**src/rtl/instr_fetch.sv**
```systemverilog
// Instruction fetch unit: issues sequential word fetches to a 1-cycle
// memory, buffers tagged responses in a small FIFO and hands them to decode.
// Ports: clk_i/rst_i (sync, active-high); imem_pc_o/imem_data_i memory port;
// redirect_i/redirect_pc_i branch target; instr_valid_o/instr_ready_i/
// instr_o/instr_pc_o decode handshake; fault_o sticky fetch fault.
// Optional macro INSTR_FETCH_BOUND_CHECK_EN: fetches at or beyond
// IMEM_SIZE_B raise a fault instead of being issued.
module instr_fetch #(
    parameter logic [31:0] RESET_PC    = 32'h0000_0000,
    parameter int          FIFO_DEPTH  = 2,
    parameter int          IMEM_SIZE_B = 1024
) (
    input  logic        clk_i,
    input  logic        rst_i,
    output logic [31:0] imem_pc_o,
    input  logic [31:0] imem_data_i,
    input  logic        redirect_i,
    input  logic [31:0] redirect_pc_i,
    output logic        instr_valid_o,
    input  logic        instr_ready_i,
    output logic [31:0] instr_o,
    output logic [31:0] instr_pc_o,
    output logic        fault_o
);

    localparam int AW = (FIFO_DEPTH > 1) ? $clog2(FIFO_DEPTH) : 1;
    localparam int CW = AW + 1;

    typedef enum logic {
        RUN   = 1'b0,
        FAULT = 1'b1
    } state_e;

    state_e         state_q, state_d;
    logic [31:0]    pc_q, pc_d;
    logic           infl_q, infl_d;
    logic [31:0]    infl_pc_q, infl_pc_d;
    logic [CW-1:0]  cnt_q, cnt_d;
    logic [AW-1:0]  rd_q, rd_d;
    logic [AW-1:0]  wr_q, wr_d;

    logic [31:0]    data_mem [FIFO_DEPTH];
    logic [31:0]    tag_mem  [FIFO_DEPTH];

    logic           valid;
    logic           pop;
    logic           push;
    logic           issue;
    logic           oob;
    logic [CW:0]    pending;

    assign valid   = (cnt_q != '0) && (state_q == RUN);
    assign pop     = valid && instr_ready_i;
    assign pending = {1'b0, cnt_q} + (CW+1)'(infl_q);

`ifdef INSTR_FETCH_BOUND_CHECK_EN
    assign oob = (pc_q >= 32'(IMEM_SIZE_B));
`else
    assign oob = 1'b0;
`endif

    always_comb begin
        state_d   = state_q;
        pc_d      = pc_q;
        infl_d    = 1'b0;
        infl_pc_d = infl_pc_q;
        cnt_d     = cnt_q;
        rd_d      = rd_q;
        wr_d      = wr_q;
        push      = 1'b0;
        issue     = 1'b0;
        unique case (state_q)
            RUN: begin
                if (redirect_i) begin
                    // Flush everything; the old in-flight word is dropped
                    // by leaving infl_d low.
                    cnt_d = '0;
                    rd_d  = '0;
                    wr_d  = '0;
                    if (redirect_pc_i[1:0] != 2'b00) begin
                        state_d = FAULT;
                    end else begin
                        pc_d = redirect_pc_i;
                    end
                end else begin
                    push  = infl_q;
                    issue = !oob &&
                            ((pending < (CW+1)'(FIFO_DEPTH)) || pop);
                    // Out-of-range fetch: let older entries drain first.
                    if (oob && (cnt_q == '0) && !infl_q) begin
                        state_d = FAULT;
                    end
                    if (issue) begin
                        pc_d      = pc_q + 32'd4;
                        infl_d    = 1'b1;
                        infl_pc_d = pc_q;
                    end
                    cnt_d = cnt_q + CW'(push) - CW'(pop);
                    if (push) wr_d = wr_q + AW'(1);
                    if (pop)  rd_d = rd_q + AW'(1);
                end
            end
            FAULT: begin
                cnt_d = '0;
                rd_d  = '0;
                wr_d  = '0;
            end
            default: begin
                state_d = FAULT;
            end
        endcase
    end

    always_ff @(posedge clk_i) begin
        if (rst_i) begin
            state_q   <= RUN;
            pc_q      <= RESET_PC;
            infl_q    <= 1'b0;
            infl_pc_q <= '0;
            cnt_q     <= '0;
            rd_q      <= '0;
            wr_q      <= '0;
        end else begin
            state_q   <= state_d;
            pc_q      <= pc_d;
            infl_q    <= infl_d;
            infl_pc_q <= infl_pc_d;
            cnt_q     <= cnt_d;
            rd_q      <= rd_d;
            wr_q      <= wr_d;
        end
    end

    // Buffer storage needs no reset: occupancy gates every read.
    always_ff @(posedge clk_i) begin
        if (push && !rst_i) begin
            data_mem[wr_q] <= imem_data_i;
            tag_mem[wr_q]  <= infl_pc_q;
        end
    end

    assign imem_pc_o     = pc_q;
    assign instr_valid_o = valid;
    assign instr_o       = valid ? data_mem[rd_q] : '0;
    assign instr_pc_o    = valid ? tag_mem[rd_q] : '0;
    assign fault_o       = (state_q == FAULT);

endmodule
```
**config.mk**
```make
export PLATFORM = sky130hd
export DESIGN_NAME = instr_fetch
export DESIGN_NICKNAME = d
export VERILOG_FILES = /design/src/rtl/instr_fetch.sv
export SDC_FILE = /design/constraint.sdc
export NUM_CORES = 1
export LEC_CHECK = 0
export ABC_AREA = 1
export CORE_UTILIZATION = 42
export DETAILED_ROUTE_END_ITERATION = 16
export PLACE_DENSITY = 0.69
export SLEW_MARGIN = 30
export SYNTH_ARGS = -nofsm -noshare
export SYNTH_HDL_FRONTEND = slang
export SYNTH_SLANG_ARGS = --single-unit
```
**constraint.sdc**
```tcl
create_clock -name clk_i -period 6.8 [get_ports clk_i]
set_input_delay 1.36 -clock clk_i [delete_from_list [all_inputs] [get_ports clk_i]]
set_output_delay 1.36 -clock clk_i [all_outputs]
set_load 0.01 [all_outputs]
```
==> results of run 1 <==
worst register-to-register path: stages, from the launching register on:
cell and delay [ns]:
dfxtp_1 0.36, inv_2 0.06, a21oi_4 0.53, nand2_2 0.16
nand3_1 0.12, nand2_2 0.45, inv_2 0.48, nand2_1 0.14
o21bai_1 0.15, nor2_1 0.05
flip-flops by register name (all words and copies together) (netlist names), named ones only:
signal,flops
wr_q,1
tag_mem,64
infl_q,1
cnt_q,2
data_mem,64
imem_pc_o,32
rd_q,1
fault_o,1
infl_pc_q,32
synthesized netlist by cell type, drive strengths merged, types with 6 or more instances:
library cell | n | area (um2)
nand2 | 210 | 796
edfxtp | 128 | 3840
nor2 | 113 | 467
inv | 112 | 423
dfxtp | 71 | 1420
mux2 | 64 | 721
o21ai | 61 | 305
a21oi | 51 | 270
nand3 | 32 | 160
buf | 26 | 151
clkbuf | 13 | 48.8
o21bai | 6 | 45.0
worst paths after layout:
| kind | endpoint | slack, ns |
|---|---|---|
| worst max register to register | imem_pc_o[10] | 4.19 |
| worst min-delay path | register | 0.45 |
| worst min register to register | register | 0.45 |
| worst max-delay path | instr_pc_o[13] | 2.69 |
stage by stage:
step                      area, um2  total power [mW]
after floorplan                8770              1.50
after global placement        10600              1.62
after detailed placement      10600              1.63
after CTS                     11200              2.59
after global routing          11200              2.68
final                         11200              2.57
power by group through the flow:
stage | combinational (mW) | clock [mW] | sequential, mW
after global placement | 0.231 | 0 | 1.39
after CTS | 0.236 | 0.990 | 1.37
after global routing | 0.260 | 1.05 | 1.37
final | 0.235 | 0.971 | 1.37
after detailed placement | 0.234 | 0 | 1.39
after floorplan | 0.120 | 0 | 1.38
final cells by class:
cell class	count	area [um2]
clock inverter	11	124
multi-input combinational	553	2900
timing repair buffer	172	1700
fill	1820	9160
tap	270	338
sequential	199	5270
clock buffer	21	450
inverter	112	423
layer usage:
metal / vias up / part of all wire / GRT usage
li1: 3260 / - / -
met1: 2996 / 0.47 / 0.272
met2: 254 / 0.45 / 0.294
met3: 14 / 0.072 / 0.0391
met4: 0 / 0.0087 / 0.0536
met5: - / 0 / 0
cells by family after synthesis:
kind of cell	after synthesis	share of synthesized area
AO/OA/AOI/OAI	119	0.0714
XOR/XNOR	2	0.00200
adder cells (fa/ha/maj)	3	0.00428
buffers and inverters	151	0.0710
flip-flops	199	0.600
multiplexers	64	0.0821
AND/OR/NAND/NOR	365	0.169
layout by cell type (no fill, tap or decap), types with 6 or more instances in the layout:
cell	netlist	routed
clkbuf_16	0	17
clkdlybuf4s50_1	0	165
o21bai_1	6	6
nand2_1	207	207
mux2_2	64	64
inv_1	106	106
edfxtp_1	128	128
o21ai_0	50	50
nand3_1	32	32
a21oi_1	49	49
dfxtp_1	71	70
o21ai_1	11	11
nor2_1	102	101
buf_4	4	7
nor2_2	8	8
==> metrics.md, run 1 <==
| Metric | Value |
|---|---|
| Die Width | 147 um |
| Pin count of the biggest net entering global routing | 65 |
| Synth warn | 0 |
| Tot GR Track Use | 0.191 |
| WP depth | 5 |
| Final WS setup | 2.69 ns |
| Area delta synth->final | 27.7% |
| Initial antenna violation count | 0 |
| CP Class | reg2out |
| Sequential power share | 0.531 |
| Critical path peak fanout | 44 |
| CTS hold repair buffers | 0 |
| MaxCap Viol Count | 0 |
| Worst min-delay path class | reg2reg |
| Final period util | 0.604 |
| RSZ-0062 raised after global routing | false |
| Post-Synthesis Cells | 903 |
| Power Density | ~230 nW/um2 |
| Crit-path cells | buf_4, mux2_2, nand2_1, inv_1, clkdlybuf4s50_1 |
| DR DRC count | 0 |
| Post-Layout Cell Count | ~1.3k |
| P_int | 1.99 mW |
| Critical path arrival | between 2 and 3 ns |
| Crit path largest cell delay | 0.70 ns |
| Maximum VDD drop | 0.000189 V |
| Mapped Area | 8770 um2 |
| Post-DP HPWL | around 14000 um |
| NetSw | 584 uW |
| CTS sink cnt | between 150 and 200 |
| Final hold viol count | 0 |
| Initial core utilization | 0.431 |
| CP required | around 5.4 ns |
| Layout cell share with drive strength beyond 1 | 0.117 |
| CP startpoint kind | register |
| DP Worst Slack | 2.72 ns |
| Worst path bufs/invs | 3 |
| Die area | 21500 um2 |
| Combinational fraction of design power | 0.091 |
| CTS buffer count | 17 |
| WL final | between 20000 and 25000 um |
| RR Startpoint | cnt_q[1] |
| Net Count, Synth | 974 |
| Power share of the clock group | 0.377 |
| I/O Pins | around 170 |
| Setup Buffers After CTS | 0 |
| GP Congestion | just under 0.9 |
| Yosys reg bits | 199 |
| Synth cell types | 33 |
| Row cnt | 52 |
| Asr flop ratio synth | 0 |
| Crit-path leading delay family | buffers and inverters |
| Maximum clock path buffer count | 2 |
| Routed len/inst | 15.0 um |
| # H-tree levels | 4 |
| Synth Area per Inst | 9.72 um2 |
| Leak pwr | between 4 and 5 nW |
| Final min period | 4.11 ns |
| Top_reg_cell synth | edfxtp_1 |
| Status | complete, no violations |
| Final net count | 1126 |
| DR pass1 iterations | 4 |
| Vias in the first global route | 6090 |
| Die Y | about 150 um |
| Max-slew violations | 0 |
| Drt initial violations | 467 |
| Clk root buf | clkbuf_16 |
| Antenna diode count | 0 |
| Worst hold margin | 0.447 ns |
| Grt ovf | 0 |
| # setup viols final | 0 |
| Hold path startpoint | rd_q |
| Slew @ Worst Pin | between 0.8 and 0.9 ns |
| First-pass GRT wire length | approximately 32000 um |
| Vias | 6524 |
| Seq/Total Area, Yosys | 0.600 |
| Post-synth EDFFs | 128 |
| Max Clk Rate | roughly 240 MHz |
| Core box area | 20400 um2 |
| Clock Skew | 0.00816 ns |
| Placed Instances | 1306 |
| Routed vias/inst | 4.88 |
| Final ANT Viol Nets | 0 |
| Post-CTS sizing | 0 |
| TritonCTS clock tree | built |
| Worst hold path stage count | 1 |
| Slowest cell on the critical path | dfxtp_2 |
| Clock Latency Late Sink | ~0.42 ns |
| Sum of negative setup slack | 0 ns |
| Port Buf Inserts | 165 |
| Worst R2R Path Depth | 9 |
| Worst-path clk slew | approximately 0.06 ns |
| Slew headroom | 0.403 |
| Util after Layout | 0.550 |
| CP Capture Type | output pin |
| Switch share | 0.227 |
Note: power is estimated with default switching activity, not from simulation.
==> run 2, diff against run 1 <==
==> constraint.sdc (replaced) <==
create_clock -name clk_i -period 3.4 [get_ports clk_i]
set_input_delay 0.68 -clock clk_i [delete_from_list [all_inputs] [get_ports clk_i]]
set_output_delay 0.68 -clock clk_i [all_outputs]
set_load 0.01 [all_outputs]
==> metrics.md, run 2 (synthesis results as in run 1) <==
| Metric | Value |
|---|---|
| Critical path peak fanout | 58 |
| CP required | between 2 and 3 ns |
| Initial core utilization | 0.431 |
| Row cnt | 52 |
| R2r setup slk | 1.25 ns |
| Final hold viol count | 0 |
| CTS buffer count | 17 |
| Worst-path clk slew | 0.07 ns |
| FF-to-FF End | infl_pc_q[9] |
| CTS sink cnt | 199 |
| Setup Buffers After CTS | 0 |
| Post-Layout Cell Count | 1340 |
| Max-slew violations | 0 |
| Pin count of the biggest net entering global routing | 65 |
| Power share of the clock group | 0.380 |
| Core box area | 20400 um2 |
| Final min period | 2.88 ns |
| Crit-path cells | inv_2, a21oi_4, buf_12, nand2_1, inv_1, clkdlybuf4s50_1 |
| Vias | 6490 |
| P_int | approximately 4.0 mW |
| NetSw | 1.21 mW |
| MaxCap Viol Count | 0 |
| CTS hold repair buffers | 0 |
| Total power | 5.17 mW |
| Placed Instances | roughly 1.3k |
| Post-CTS sizing | 0 |
| Hold path startpoint | rd_q |
| Layout cell share with drive strength beyond 1 | 0.121 |
| Antenna diode count | 0 |
| WL final | slightly below 20000 um |
| Max Clk Rate | ~350 MHz |
| Slowest cell on the critical path | clkdlybuf4s50_1 |
| Maximum clock path buffer count | 2 |
| Fill count | 1805 |
| Worst hold path stage count | 1 |
| Clock Skew | 0.0107 ns |
| Initial antenna violation count | 0 |
| CP Capture Type | output pin |
| Slew headroom | 0.473 |
| RSZ-0062 raised after global routing | false |
| Biggest regs | data_mem (64), tag_mem (64) |
| Commonest cells after routing, fill and taps aside | nand2_1 (207), clkdlybuf4s50_1 (165), edfxtp_1 (128) |
| Worst R2R Path Depth | 8 |
| CP startpoint kind | register |
| TritonCTS clock tree | built |
| Port Buf Inserts | 165 |
| Crit-path leading delay family | buffers and inverters |
| Switch share | 0.235 |
| Grt ovf | 0 |
| Final ANT Viol Nets | 0 |
| Leak pwr | ~4.3 nW |
| WP depth | 6 |
| Die area | 21500 um2 |
| DR DRC count | 0 |
| Maximum VDD drop | 0.000350 V |
| Critical path arrival | 2.20 ns |
| # setup viols final | 0 |
| Final net count | 1128 |
| Worst min-delay path class | reg2reg |
| RR Startpoint | cnt_q[1] |
| Routed len/inst | 14.8 um |
| Die Width | 147 um |
| Util after Layout | 0.554 |
| Final period util | 0.847 |
| GP Congestion | 0.887 |
| Combinational fraction of design power | 0.091 |
| Leading cell type in the layout, fill and taps excluded | nand2_1 |
| First-pass GRT wire length | 31200 um |
| Final WS setup | 0.522 ns |
| Clk root buf | clkbuf_16 |
| Sum of negative setup slack | 0 ns |
| Slew @ Worst Pin | about 0.79 ns |
| Area delta synth->final | 28.6% |
| Vias in the first global route | 5956 |
| Post-DP HPWL | 13500 um |
| Die Y | 147 um |
| Power Density | about 460 nW/um2 |
| CP Class | reg2out |
| Tot GR Track Use | 0.188 |
| Clock Latency Late Sink | 0.42 ns |
| Status | complete, no violations |
| Crit path largest cell delay | 0.57 ns |
| Worst path bufs/invs | 4 |
| Drt initial violations | 409 |
| I/O Pins | 166 |
| DR pass1 iterations | 5 |
| DP Worst Slack | 0.728 ns |
| Sequential power share | 0.528 |
| Routed vias/inst | 4.84 |
| # H-tree levels | 4 |
-- run 2: worst max path at each step --
stage                     startpoint             end  slack (ns)
after floorplan           redirect_i  data_mem[1][0]        0.20
after global placement    redirect_i   infl_pc_q[23]        0.81
after detailed placement  redirect_i   infl_pc_q[12]        0.73
after CTS                   cnt_q[1]  instr_pc_o[13]        0.48
after global routing        cnt_q[1]  instr_pc_o[10]        0.36
final                       cnt_q[1]  instr_pc_o[13]        0.52
-- run 2: per-layer routing --
metal  global-route usage  vias to the layer above  part of all wire
met3               0.0331                        9             0.070
met2                0.290                      233              0.45
met5                    0                        -                 0
li1                     -                     3277                 -
met1                0.273                     2971              0.48
met4               0.0516                        0            0.0070
-- run 2: area by class of cell --
| cell class | count | area [um2] | share of cell area |
|---|---|---|---|
| Timing Repair Buffer | 174 | 1770 | 0.157 |
| Clock inverter | 13 | 129 | 0.0114 |
| Clock buffer | 19 | 454 | 0.0402 |
| Tap cell | 270 | 338 | 0.0299 |
| Sequential cell | 199 | 5270 | 0.467 |
| Multi-Input combinational cell | 553 | 2910 | 0.257 |
| Inverter | 112 | 423 | 0.0375 |
-- run 2: metrics by stage --
stage	hold slack (ns)	cell area [um2]
floorplan	0.417	8790
global placement	0.428	10700
detailed placement	0.435	10700
CTS	0.450	11300
global route	0.470	11300
finish	0.449	11300
-- run 2: power groups by stage --
stage | logic (mW) | clock network, mW | registers (mW)
6_report | 0.473 | 1.96 | 2.73
2_1_floorplan | 0.241 | 0 | 2.77
3_3_place_gp | 0.462 | 0 | 2.78
3_5_place_dp | 0.470 | 0 | 2.78
4_1_cts | 0.474 | 2.01 | 2.73
5_1_grt | 0.521 | 2.09 | 2.74
